File: src/rtl/sm3_pad_pkg.sv
// SM3 padder shared types: FSM states, pad marker word and block index constants.
// Latency: none (package only).
// Backpressure: not applicable.
package sm3_pad_pkg;

  localparam int INPT_DW     = 32;
  localparam int BLK_WRD_NUM = 16;
  localparam int BYTE_CNT_DW = 61;
  localparam int IDX_W       = $clog2(BLK_WRD_NUM);

  localparam logic [31:0]      PAD_MARK_WRD = 32'h8000_0000;
  localparam logic [IDX_W-1:0] LEN_HI_IDX   = 4'd14;
  localparam logic [IDX_W-1:0] LEN_LO_IDX   = 4'd15;
  // Last index at which zero fill may still be emitted before the length words.
  localparam logic [IDX_W-1:0] PRE_LEN_IDX  = LEN_HI_IDX - 4'd1;

  typedef enum logic [2:0] {
    IDLE     = 3'd0,
    DATA     = 3'd1,
    PAD_80   = 3'd2,
    PAD_ZERO = 3'd3,
    LEN_HI   = 3'd4,
    LEN_LO   = 3'd5
  } pad_st_e;

endpackage

File: src/rtl/sm3_pad_lst_wrd_fmt.sv
// Formats the last message word: keeps valid bytes, inserts 0x80 at the first invalid byte.
// Latency: combinational.
// Backpressure: none; pure function of the inputs.
module sm3_pad_lst_wrd_fmt (
  input  logic [31:0] dat_i,
  input  logic [3:0]  mask_i,
  output logic [31:0] wrd_o,
  output logic [2:0]  byte_num_o,
  output logic        full_o
);

  // Contiguous partial masks carry the marker; full or non-contiguous masks pass the word through.
  always_comb begin
    wrd_o      = dat_i;
    byte_num_o = 3'd4;
    full_o     = 1'b1;
    case (mask_i)
      4'b1110: begin wrd_o = {dat_i[31:8], 8'h80};      byte_num_o = 3'd3; full_o = 1'b0; end
      4'b1100: begin wrd_o = {dat_i[31:16], 16'h8000};  byte_num_o = 3'd2; full_o = 1'b0; end
      4'b1000: begin wrd_o = {dat_i[31:24], 24'h800000}; byte_num_o = 3'd1; full_o = 1'b0; end
      4'b0000: begin wrd_o = 32'h8000_0000;             byte_num_o = 3'd0; full_o = 1'b0; end
      default: ;
    endcase
  end

endmodule

File: src/rtl/sm3_msg_pad_rcvr.sv
// SM3 message padder: passes message words, appends 0x80, zero fill and 64-bit bit length.
// Latency: 1 cycle from accepted input (or generated pad word) to pad_otpt_*.
// Backpressure: output register holds while vld & ~ena; msg_inpt_rdy low during padding.
module sm3_msg_pad_rcvr
  import sm3_pad_pkg::*;
#(
  parameter int INPT_DW_P     = INPT_DW,
  parameter int BYTE_CNT_DW_P = BYTE_CNT_DW
) (
  input  logic                 clk,
  input  logic                 rst,
  input  logic [INPT_DW_P-1:0] msg_inpt_d,
  input  logic [3:0]           msg_inpt_vld_byte,
  input  logic                 msg_inpt_vld,
  input  logic                 msg_inpt_lst,
  output logic                 msg_inpt_rdy,
  output logic [INPT_DW_P-1:0] pad_otpt_d,
  output logic                 pad_otpt_vld,
  output logic                 pad_otpt_blk_end,
  output logic                 pad_otpt_msg_end,
  input  logic                 pad_otpt_ena
);

  pad_st_e                  state_q, state_d;
  logic [IDX_W-1:0]         idx_q;
  logic [BYTE_CNT_DW_P-1:0] byte_cnt_q, byte_cnt_d;
  logic [INPT_DW_P-1:0]     pad_d_q, wrd_d;
  logic                     pad_vld_q, blk_end_q, msg_end_q;
  logic                     wrd_vld;
  logic                     load, in_acc;
  logic [63:0]              bit_len;
  logic [31:0]              fmt_wrd;
  logic [2:0]               fmt_byte_num;
  logic                     fmt_full;
  logic [2:0]               add_bytes;

  sm3_pad_lst_wrd_fmt u_fmt (
    .dat_i      (msg_inpt_d),
    .mask_i     (msg_inpt_vld_byte),
    .wrd_o      (fmt_wrd),
    .byte_num_o (fmt_byte_num),
    .full_o     (fmt_full)
  );

  assign load         = ~pad_vld_q | pad_otpt_ena;
  assign msg_inpt_rdy = ~rst & load & ((state_q == IDLE) | (state_q == DATA));
  assign in_acc       = msg_inpt_vld & msg_inpt_rdy;
  assign bit_len      = {byte_cnt_q, 3'b000};
  assign add_bytes    = msg_inpt_lst ? fmt_byte_num : 3'd4;

  assign pad_otpt_d       = pad_d_q;
  assign pad_otpt_vld     = pad_vld_q;
  assign pad_otpt_blk_end = blk_end_q;
  assign pad_otpt_msg_end = msg_end_q;

  // State register.
  always_ff @(posedge clk) begin
    if (rst) state_q <= IDLE;
    else     state_q <= state_d;
  end

  // Next state: marker-bearing or zero words emitted at index 13 jump straight to the length words.
  always_comb begin
    state_d = state_q;
    case (state_q)
      IDLE, DATA: begin
        if (in_acc) begin
          if (!msg_inpt_lst)         state_d = DATA;
          else if (fmt_full)         state_d = PAD_80;
          else if (idx_q == PRE_LEN_IDX) state_d = LEN_HI;
          else                       state_d = PAD_ZERO;
        end
      end
      PAD_80, PAD_ZERO: if (load) state_d = (idx_q == PRE_LEN_IDX) ? LEN_HI : PAD_ZERO;
      LEN_HI:           if (load) state_d = LEN_LO;
      LEN_LO:           if (load) state_d = IDLE;
      default:          state_d = IDLE;
    endcase
  end

  // Output word selection and byte count update for the next register load.
  always_comb begin
    wrd_vld    = 1'b0;
    wrd_d      = '0;
    byte_cnt_d = byte_cnt_q;
    case (state_q)
      IDLE, DATA: begin
        if (in_acc) begin
          wrd_vld    = 1'b1;
          wrd_d      = msg_inpt_lst ? fmt_wrd : msg_inpt_d;
          byte_cnt_d = ((state_q == IDLE) ? '0 : byte_cnt_q)
                       + {{(BYTE_CNT_DW_P-3){1'b0}}, add_bytes};
        end
      end
      PAD_80:   begin wrd_vld = load; wrd_d = PAD_MARK_WRD;   end
      PAD_ZERO: begin wrd_vld = load; wrd_d = '0;             end
      LEN_HI:   begin wrd_vld = load; wrd_d = bit_len[63:32]; end
      LEN_LO:   begin wrd_vld = load; wrd_d = bit_len[31:0];  end
      default:  ;
    endcase
  end

  // Output register, word index and byte counter; everything holds while downstream stalls.
  always_ff @(posedge clk) begin
    if (rst) begin
      idx_q      <= '0;
      byte_cnt_q <= '0;
      pad_d_q    <= '0;
      pad_vld_q  <= 1'b0;
      blk_end_q  <= 1'b0;
      msg_end_q  <= 1'b0;
    end else begin
      byte_cnt_q <= byte_cnt_d;
      if (load) begin
        pad_vld_q <= wrd_vld;
        blk_end_q <= wrd_vld & (idx_q == LEN_LO_IDX);
        msg_end_q <= wrd_vld & (state_q == LEN_LO);
        if (wrd_vld) begin
          pad_d_q <= wrd_d;
          idx_q   <= idx_q + 4'd1;
        end
      end
    end
  end

endmodule

File: config.mk
export PLATFORM = sky130hd
export DESIGN_NAME = sm3_msg_pad_rcvr
export DESIGN_NICKNAME = d
export VERILOG_FILES = /design/src/rtl/sm3_pad_pkg.sv /design/src/rtl/sm3_pad_lst_wrd_fmt.sv /design/src/rtl/sm3_msg_pad_rcvr.sv
export SDC_FILE = /design/constraint.sdc
export NUM_CORES = 1
export LEC_CHECK = 0
export CAP_MARGIN = 20
export CORE_MARGIN = 2
export CORE_UTILIZATION = 25
export DETAILED_ROUTE_END_ITERATION = 8
export HOLD_SLACK_MARGIN = 0.06
export PLACE_DENSITY = 0.5
export SYNTH_ARGS = -nofsm -noshare
export SYNTH_HDL_FRONTEND = slang
export SYNTH_HIERARCHICAL = 1
export SYNTH_SLANG_ARGS = --single-unit
File: constraint.sdc
create_clock -name clk -period 3.66 [get_ports clk]
set_input_delay 0.549 -clock clk [delete_from_list [all_inputs] [get_ports clk]]
set_output_delay 0.549 -clock clk [all_outputs]
set_load 0.05 [all_outputs]
=== After elaboration in Yosys (flattened, before gate mapping) ===
Index checks and enable logic that the tools add are counted.
Widths: inputs -> output; s select.

* Register bits: 103
* Input port bits: 41
* Logic and storage cells: 58

* Add/sub/neg operators: 2
* Equality and inequality tests: 14
* Mux-type cells: 17
* Bitwise gates (word level): 9
* Reduce and logical (&&, ||, !) cells: 9

{| class="wikitable"
|+ Operators with widths
! kind !! count
|-
| $pmux 32 s4 || 2
|-
| $mux 32 || 2
|-
| $add 61x3->61 || 1
|-
| $mux 61 || 1
|-
| $mux 3 || 8
|-
| $pmux 3 s4 || 2
|-
| $eq 4x4->1 const B || 5
|-
| $ne 2x2->1 const B || 4
|-
| $reduce_or 4->1 || 2
|-
| $eq 3x2->1 const B || 2
|-
| $eq 3x3->1 const B || 2
|-
| $and 1x1->1 || 5
|-
| $add 4x1->4 const B || 1
|-
| $logic_not 4->1 || 1
|-
| $reduce_and 2->1 || 2
|-
| $reduce_and 4->1 || 1
|-
| $reduce_or 2->1 || 2
|-
| $eq 3x1->1 const B || 1
|-
| $logic_not 3->1 || 1
|-
| $not 1->1 || 2
|-
| $or 1x1->1 || 2
|-
| $pmux 1 s2 || 1
|-
| $mux 1 || 1
|}

=== Longest topological paths before layout ===
Gate-level depths: netlist of the first run.

* Depth in word-level cells: 8
* Mapped depth: 13
* Depth with buffers taken out: 11

=== By module ===
The synthesis of the first run kept the hierarchy.

{| class="wikitable"
|+ By module, submodules not included
! module !! instances !! cells an instance !! area each (sq um) !! seq. area each (sq um)
|-
| sm3_msg_pad_rcvr || 1 || 747 || 5859.4 || 2062.0
|-
| sm3_pad_lst_wrd_fmt || 1 || 47 || 367.9 || 0.0
|}

=== Worst setup path after synthesis of the first run ===
OpenSTA, ideal clock, no wires.

* Kind: input to register
* From: input port msg_inpt_lst
* To: register byte_cnt_q[42]
* Library setup time: 0.128 ns
* Arrival: 3.263 ns
* Data required time: 3.532 ns
* Slack: 0.269 ns
* Cell stages on the path: 11
* Path through: clkbuf_1 buf_1 and2_1 ha_1 fa_1 a21o_1 nand4_1 or4_4 nor4_1 xor2_1 nor2_1

* Cells in the longest elaborated chain, start to end: 2

{| class="wikitable"
|+ Ends and longest elaborated chain
! element !! RTL line !! text
|-
| from (decl) || sm3_msg_pad_rcvr.sv:15 || <nowiki>input logic msg_inpt_lst,</nowiki>
|-
| $mux 3 || sm3_msg_pad_rcvr.sv:49 || <nowiki>assign add_bytes = msg_inpt_lst ? fmt_byte_num : 3'd4;</nowiki>
|-
| $add 61x3->61 || sm3_msg_pad_rcvr.sv:92 || <nowiki>+ {{(BYTE_CNT_DW_P-3){1'b0}}, add_bytes};</nowiki>
|-
| to (signal assigned) || sm3_msg_pad_rcvr.sv:113 || <nowiki>byte_cnt_q <= byte_cnt_d;</nowiki>
|-
| to (decl) || sm3_msg_pad_rcvr.sv:26 || <nowiki>logic [BYTE_CNT_DW_P-1:0] byte_cnt_q, byte_cnt_d;</nowiki>
|}

No other way between the ends.
A chain may end at the register's enable or synchronous reset.

=== Worst setup path after layout of the first run ===
* From: input port msg_inpt_vld_byte[1]
* To: register byte_cnt_q[54]

* Cells in the longest elaborated chain, start to end: 4
* Elaborated cells on any way between the ends: 7
* Classes of those cells: add/sub: 1; eq/ne: 3; mux: 2; reduce/logical: 1

{| class="wikitable"
|+ Ends and longest elaborated chain
! element !! RTL line !! text
|-
| from (decl) || sm3_msg_pad_rcvr.sv:13 || <nowiki>input logic [3:0] msg_inpt_vld_byte,</nowiki>
|-
| $eq 4x4->1 / $logic_not 4->1 (equally long branches) || sm3_pad_lst_wrd_fmt.sv:17 || <nowiki>case (mask_i)</nowiki>
|-
| $pmux 3 s4 * || sm3_pad_lst_wrd_fmt.sv:17 ||
|-
| net fmt_byte_num[0] || sm3_msg_pad_rcvr.sv:33 || <nowiki>logic [2:0] fmt_byte_num;</nowiki>
|-
| $mux 3 * || sm3_msg_pad_rcvr.sv:49 ||
|-
| $add 61x3->61 * || sm3_msg_pad_rcvr.sv:92 ||
|}

Mark *: on every way through the listed nets, which the timed path passes. The rest lies on a longest branch.

==> results of run 1 <==
[per-layer routing]
layer  wire (um)  vias up  global-route usage (%)
met5           0        -                       0
met4         366        0                    4.30
met3         975       21                    2.78
met2        9660      140                    26.0
met1        9610     2844                    21.5
li1            -     3017                       -
[placed cells by master, fill, tap and decap left out, types with 3 or more instances in the layout]
cell,Yosys,routed
clkbuf_16,0,9
a41oi_1,4,4
nor2_1,113,112
clkdlybuf4s50_1,0,74
nand3b_1,5,5
xnor2_1,24,24
or3_1,4,4
nand2_1,76,76
nand3_1,29,29
a21o_1,4,4
and2_1,18,18
ha_1,9,9
nand2b_1,6,6
nand4_1,32,32
and3_1,14,14
nor4_1,13,13
o211ai_1,3,3
mux2i_1,33,33
inv_1,7,7
a211oi_1,6,6
a21oi_1,25,24
dfxtp_1,103,103
o31ai_1,4,4
a22oi_1,61,61
nor2b_2,8,8
and4_1,5,5
o21ai_0,45,45
buf_4,1,45
a31oi_1,4,4
nor2b_1,17,17
xor2_1,19,19
nor3_1,12,12
[cell type report]
cell class                      instances  area [sq um]
Clock buffer                            9           225
Clock inverter                          7          72.6
Multi-Input combinational cell        630          3930
Sequential cell                       103          2060
Inverter                                8          30.0
Fill cell                            2623         16600
Timing Repair Buffer                  120          1080
Tap cell                              324           405
[tightest hold or removal path, cell delays in order (launching register included)]
cell     delay (ps)
dfxtp_1         320
nand2_1          60
a21oi_1          50
[cell usage after synthesis, drive strengths merged (14+ instances only)]
master  count  area (sq um)
nor4       15           115
xor2       19           166
a22oi      61           458
clkbuf     36           135
o21ai      46           230
nor3       16           113
nor2      113           424
xnor2      24           210
nand4      33           213
dfxtp     103          2060
a21oi      25           125
and2       18           113
mux2i      33           330
buf        17          78.8
nor2b      26           190
nand3      29           145
and3       14          87.6
nand2      76           285
[power by group through the flow]
stage	clock (uW)	sequential [uW]	combinational [uW]
2_1_floorplan	0	1260	375
3_3_place_gp	0	1200	693
3_5_place_dp	0	1200	694
4_1_cts	1030	1170	696
5_1_grt	1080	1180	753
6_report	1000	1170	691
[through the flow]
stage	std cells	cell area [sq um]	total power [uW]	setup WS, ps	TNS [ps]
after floorplan	794	6230	1630	269	0
after global placement	1185	7510	1890	-5.76	-5.76
after detailed placement	1185	7510	1900	-27.3	-53.2
after CTS	1201	7810	2900	343	0
after global routing	1201	7810	3020	133	0
final	1201	7810	2870	348	0
[worst paths after layout]
kind / end / slack, ps / depth (start not counted)
worst min register to register: pad_otpt_blk_end$_SDFFE_PP0N_ / 470 / 2
worst max register to register: byte_cnt_q[54]$_SDFFE_PP0P_ / 690 / 9
worst min-delay path: pad_otpt_blk_end$_SDFFE_PP0N_ / 470 / 2
worst max-delay path: byte_cnt_q[54]$_SDFFE_PP0P_ / 350 / 12
[sequential cells by signal (all words and copies together), names as in the netlist]
signal,flops
pad_otpt_msg_end,1
byte_cnt_q,61
pad_otpt_d,32
idx_q,4
pad_otpt_vld,1
pad_otpt_blk_end,1
state_q,3
[cells by family (layout without fill, tap and decap cells)]
group,Yosys count,in the layout,share of synthesized area (%)
compound gates,169,169,17.7
buf+inv,61,144,3.92
xor+xnor,43,43,6.05
fa+ha+maj,10,10,2.13
mux,35,35,5.73
simple gates,373,373,31.3
flops,103,103,33.1
==> flow_summary.json, run 1 <==
{
  "drive_gt1_share_pct": 10.0,
  "syn_area_sq_um": 6230,
  "p_leak_uw": 0.00269,
  "synth_flop_cell": "dfxtp_1",
  "hold_class": "flip-flop to flip-flop",
  "clock_path_buffers": 2,
  "fin_nets": 923,
  "io_pins": 77,
  "cts-root-buf": "clkbuf_16",
  "die_area_sq_um": 26200,
  "powerDensity_nw_per_um2": 367,
  "fmax_mhz": 302,
  "syn_nets": 845,
  "postCtsSetupBuffers": 0,
  "period_needed_ps": 3310,
  "routabilityCongestion": 0.890,
  "fp-row-count": 57,
  "syn_inst": 794,
  "track_usage_pct": 15.9,
  "clock_sinks": 103,
  "slew-limit-headroom_pct": 42.0,
  "antenna_found_initial": 0,
  "place.port_buffers": 76,
  "hold_start": "pad_otpt_blk_end$_SDFFE_PP0N_",
  "cts_max_level": 3,
  "path_clk_slew_ps": 80,
  "critPathBufInv": 1,
  "vias": 6022,
  "synth_area_per_cell_sq_um": 7.84,
  "power_frac_seq_pct": 41.0,
  "critical_path_arrival_ps": 3530,
  "start_util_pct": 25.5,
  "dieWidth_um": 162,
  "crit_required_ps": 3880,
  "p_sw_uw": 990,
  "drt_wl_total_mm": 20.6,
  "critPathLaunchType": "input pin",
  "ir_worst_vdd_uv": 217,
  "setup_viol": 0,
  "crit_family": "simple AND/OR/NAND/NOR gates",
  "seq_area_frac_synth_pct": 33.1,
  "tightestPinTransition_ps": 868,
  "cp_max_fo": 4,
  "syn2layout_area_growth_pct": 25.4,
  "drc": 0,
  "dpl.hpwl_mm": 14.9,
  "clk_latency_ps": 370,
  "via_per_inst": 5.01,
  "slowest_stage": "or4_4",
  "ys_ff_latch": 103,
  "grt-ovfl-total": 0,
  "synth-async-reset-ratio_pct": 0,
  "cts-buffers-inserted": 9,
  "cts_resized": 0,
  "startpoint": "msg_inpt_vld_byte[1]",
  "clkPwrFrac_pct": 34.9,
  "cts_tree": "done",
  "whs_ps": 467,
  "maxSlewViolCount": 0,
  "cap_viol_max_count": 0,
  "synth_cell_types": 64,
  "grt_first_pass_wirelength_mm": 32.8,
  "grt_max_degree": 71,
  "p_int_uw": 1880,
  "cts_hold_buf": 0,
  "fin_worst_skew_ps": 9.93,
  "r2r-start": "state_q[2]$_SDFFE_PP0P_",
  "outcome": "finished, final reports clean",
  "path_cells": "clkdlybuf4s50_1 -> nor2b_2 -> nor4b_1 -> and2_1 -> ha_1 -> fa_1 -> a21o_1 -> nand4_1 -> or4_4 -> nor4_1 -> xor2_1 -> nor2_1",
  "timing.final.crit_share_pct": 90.5,
  "core-area_sq_um": 24400,
  "hold_viol": 0,
  "synth-edff-count": 0,
  "setup.worst_path.end_class": "flip-flop",
  "crit_type": "input pin to flip-flop",
  "die_y_um": 162,
  "ys_warn_count": 6,
  "antennaDiodeCount": 0,
  "slowest_delay_ps": 620,
  "drt_pass1_iterations": 5,
  "grt_pass1_vias": 5749,
  "antenna_left": 0,
  "swShare_pct": 34.5,
  "final_util_pct": 32.0,
  "combPwrFrac_pct": 24.1,
  "drt_first_iter_violations": 512,
  "rsz0062_at_grt": "no",
  "wl_per_cell_um": 17.2
}
Note: power is estimated with default switching activity, not from simulation.
==> run 2, diff against run 1 <==
Settings changed: GPL_ROUTABILITY_DRIVEN from default to 0.
==> results of run 2 <==
Final layout, timing and power as in run 1 (identical DEF).
==> run 3, diff against run 2 <==
Settings changed: ABC_AREA from default to 1.
==> flow_summary.json, run 3 <==
{
  "syn2layout_area_growth_pct": 20.7,
  "grt-ovfl-total": 0,
  "die_area_sq_um": 30400,
  "cts-buffers-inserted": 9,
  "antenna_found_initial": 0,
  "cts_tree": "done",
  "antenna_left": 0,
  "critical_path_arrival_ps": 3480,
  "clock_sinks": 103,
  "syn_area_sq_um": 7260,
  "postCtsSetupBuffers": 0,
  "dpl.hpwl_mm": 19.7,
  "cts_hold_buf": 0,
  "ys_ff_latch": 103,
  "start_util_pct": 25.4,
  "wl_per_cell_um": 16.1,
  "place_area_sq_um": 8410,
  "grt_first_pass_wirelength_mm": 40.5,
  "tns_ps": 0,
  "fp-row-count": 62,
  "synthTopCellsByArea": "dfxtp_1 28%, nor2_1 12%, nand2_1 9.6%",
  "slowest_stage": "clkdlybuf4s50_1",
  "critPathBufInv": 2,
  "yosysTopAreaCell": "dfxtp_1",
  "final_util_pct": 30.6,
  "hold_class": "flip-flop to flip-flop",
  "drc": 0,
  "path_cells": "clkdlybuf4s50_1 -> nor2_4 -> nand2_4 -> nand2_2 -> inv_1 -> or2_2 -> ha_1 -> nand2_1 -> nand2_1 -> nand3_1 -> nor2_4 -> nand2_4 -> nor2_4 -> nand2_1 -> nor2_2 -> nand4_1 -> nand2_1 -> nor2_1",
  "outcome": "finished, final reports clean",
  "vias": 7407,
  "period_needed_ps": 3230,
  "synth_top_area_share_pct": 28.4,
  "synth-async-reset-ratio_pct": 0,
  "io_pins": 77,
  "fin_nets": 1278,
  "powerDensity_nw_per_um2": 473,
  "grt_max_degree": 56,
  "ir_worst_vdd_uv": 309,
  "finalInstanceArea_sq_um": 8760,
  "syn_inst": 1164,
  "fin_worst_skew_ps": 10.5,
  "tightestPinTransition_ps": 707,
  "dieWidth_um": 174,
  "slew-limit-headroom_pct": 52.9,
  "place.port_buffers": 76,
  "final_cells": 1615,
  "core-area_sq_um": 28600,
  "drt_pass1_iterations": 5,
  "timing.final.crit_share_pct": 88.2,
  "hold_viol": 0,
  "cts-root-buf": "clkbuf_16",
  "drive_gt1_share_pct": 13.7,
  "crit_family": "simple AND/OR/NAND/NOR gates",
  "synth_flop_cell": "dfxtp_1",
  "clock_path_buffers": 2,
  "n_fill_cell": 3166,
  "p_leak_uw": 0.00335,
  "clk_latency_ps": 360,
  "slowest_delay_ps": 470,
  "final_cell_mix": "238 x nor2_1, 185 x nand2_1, 156 x inv_1",
  "antennaDiodeCount": 0,
  "crit_top_cell": "nand2_1",
  "maxSlewViolCount": 0,
  "ys_warn_count": 6,
  "die_y_um": 174,
  "drt_wl_total_mm": 26.0,
  "synth-edff-count": 0,
  "largest_reg_flops": 61,
  "cts_resized": 0,
  "cap_viol_max_count": 0,
  "grt_pass1_vias": 7057,
  "syn_nets": 1215,
  "layout_commonest_cell": "nor2_1",
  "synth_area_per_cell_sq_um": 6.24,
  "rsz0062_at_grt": "no",
  "drt_first_iter_violations": 660,
  "worst_slack_ps": 430,
  "top_register": "byte_cnt_q",
  "setup.worst_path.end_class": "flip-flop",
  "dp_cells": 1600,
  "path_clk_slew_ps": 70,
  "via_per_inst": 4.59,
  "critPathLaunchType": "input pin",
  "ys_top_cells_by_count": "238 x nor2_1, 185 x nand2_1, 156 x inv_1, 103 x dfxtp_1, 84 x a21oi_1",
  "crit_type": "input pin to flip-flop",
  "setup_viol": 0,
  "crit_required_ps": 3910,
  "synth.most_common_cell": "nor2_1",
  "seq_area_frac_synth_pct": 28.4,
  "track_usage_pct": 17.2,
  "fmax_mhz": 310,
  "dp_slack_ps": 94.9,
  "cp_max_fo": 7,
  "synth_cell_types": 47,
  "cts_max_level": 3
}
==> run 3: logic make-up (layout without fill, tap and decap cells) <==
family,count (synthesis),in the layout,share of synthesized area (%)
adders and majority gates,10,10,1.83
buffers and inverters,218,285,12.2
AOI/OAI and AO/OA,187,187,14.5
DFF,103,103,28.4
and+or+nand+nor,645,645,42.9
xor gates and xnor gates,1,1,0.121
==> run 3: worst paths after layout <==
path                                               startpoint                       endpoint  slack (ps)  depth (start not counted)
worst max-delay path                     msg_inpt_vld_byte[1]    byte_cnt_q[58]$_SDFFE_PP0P_         430                         18
worst min register to register  pad_otpt_blk_end$_SDFFE_PP0N_  pad_otpt_blk_end$_SDFFE_PP0N_         460                          2
worst min-delay path            pad_otpt_blk_end$_SDFFE_PP0N_  pad_otpt_blk_end$_SDFFE_PP0N_         460                          2
worst max register to register        state_q[2]$_SDFFE_PP0P_    byte_cnt_q[58]$_SDFFE_PP0P_         830                         17
==> run 3: cell type report <==
class	count	area, sq um	share of cell area (%)
clock buffer	10	239	2.73
clock inverter	5	106	1.21
inverter	173	649	7.41
multi-input combinational	843	4310	49.2
sequential	103	2060	23.5
tap	384	480	5.48
timing repair buffer	97	913	10.4
==> run 3: per-layer routing <==
| metal | up-vias | share of wire [%] | GRT usage (%) |
|---|---|---|---|
| met1 | 3382 | 47 | 22.9 |
| li1 | 3833 | - | - |
| met2 | 160 | 46 | 28.2 |
| met3 | 32 | 4.8 | 2.73 |
| met4 | 0 | 2.9 | 6.13 |
| met5 | - | 0 | 0 |
==> run 3: metrics by stage <==
step | total power [uW] | hold slack, ps
after floorplan | 2640 | 450
after global placement | 3020 | 455
after detailed placement | 3010 | 457
after CTS | 4170 | 468
after global routing | 4380 | 505
final | 4140 | 465
==> run 3: power by group <==
group          switching [uW]  internal, uW  total (uW)  leakage, uW
Clock                     464           686        1150     0.000165
Combinational            1280           455        1740      0.00235
Sequential               57.1          1200        1250     0.000832
==> run 3: tightest hold or removal path, stage by stage, from the launching register on <==
cell	delay, ps
dfxtp_1	310
nand2_1	60
a21oi_1	50
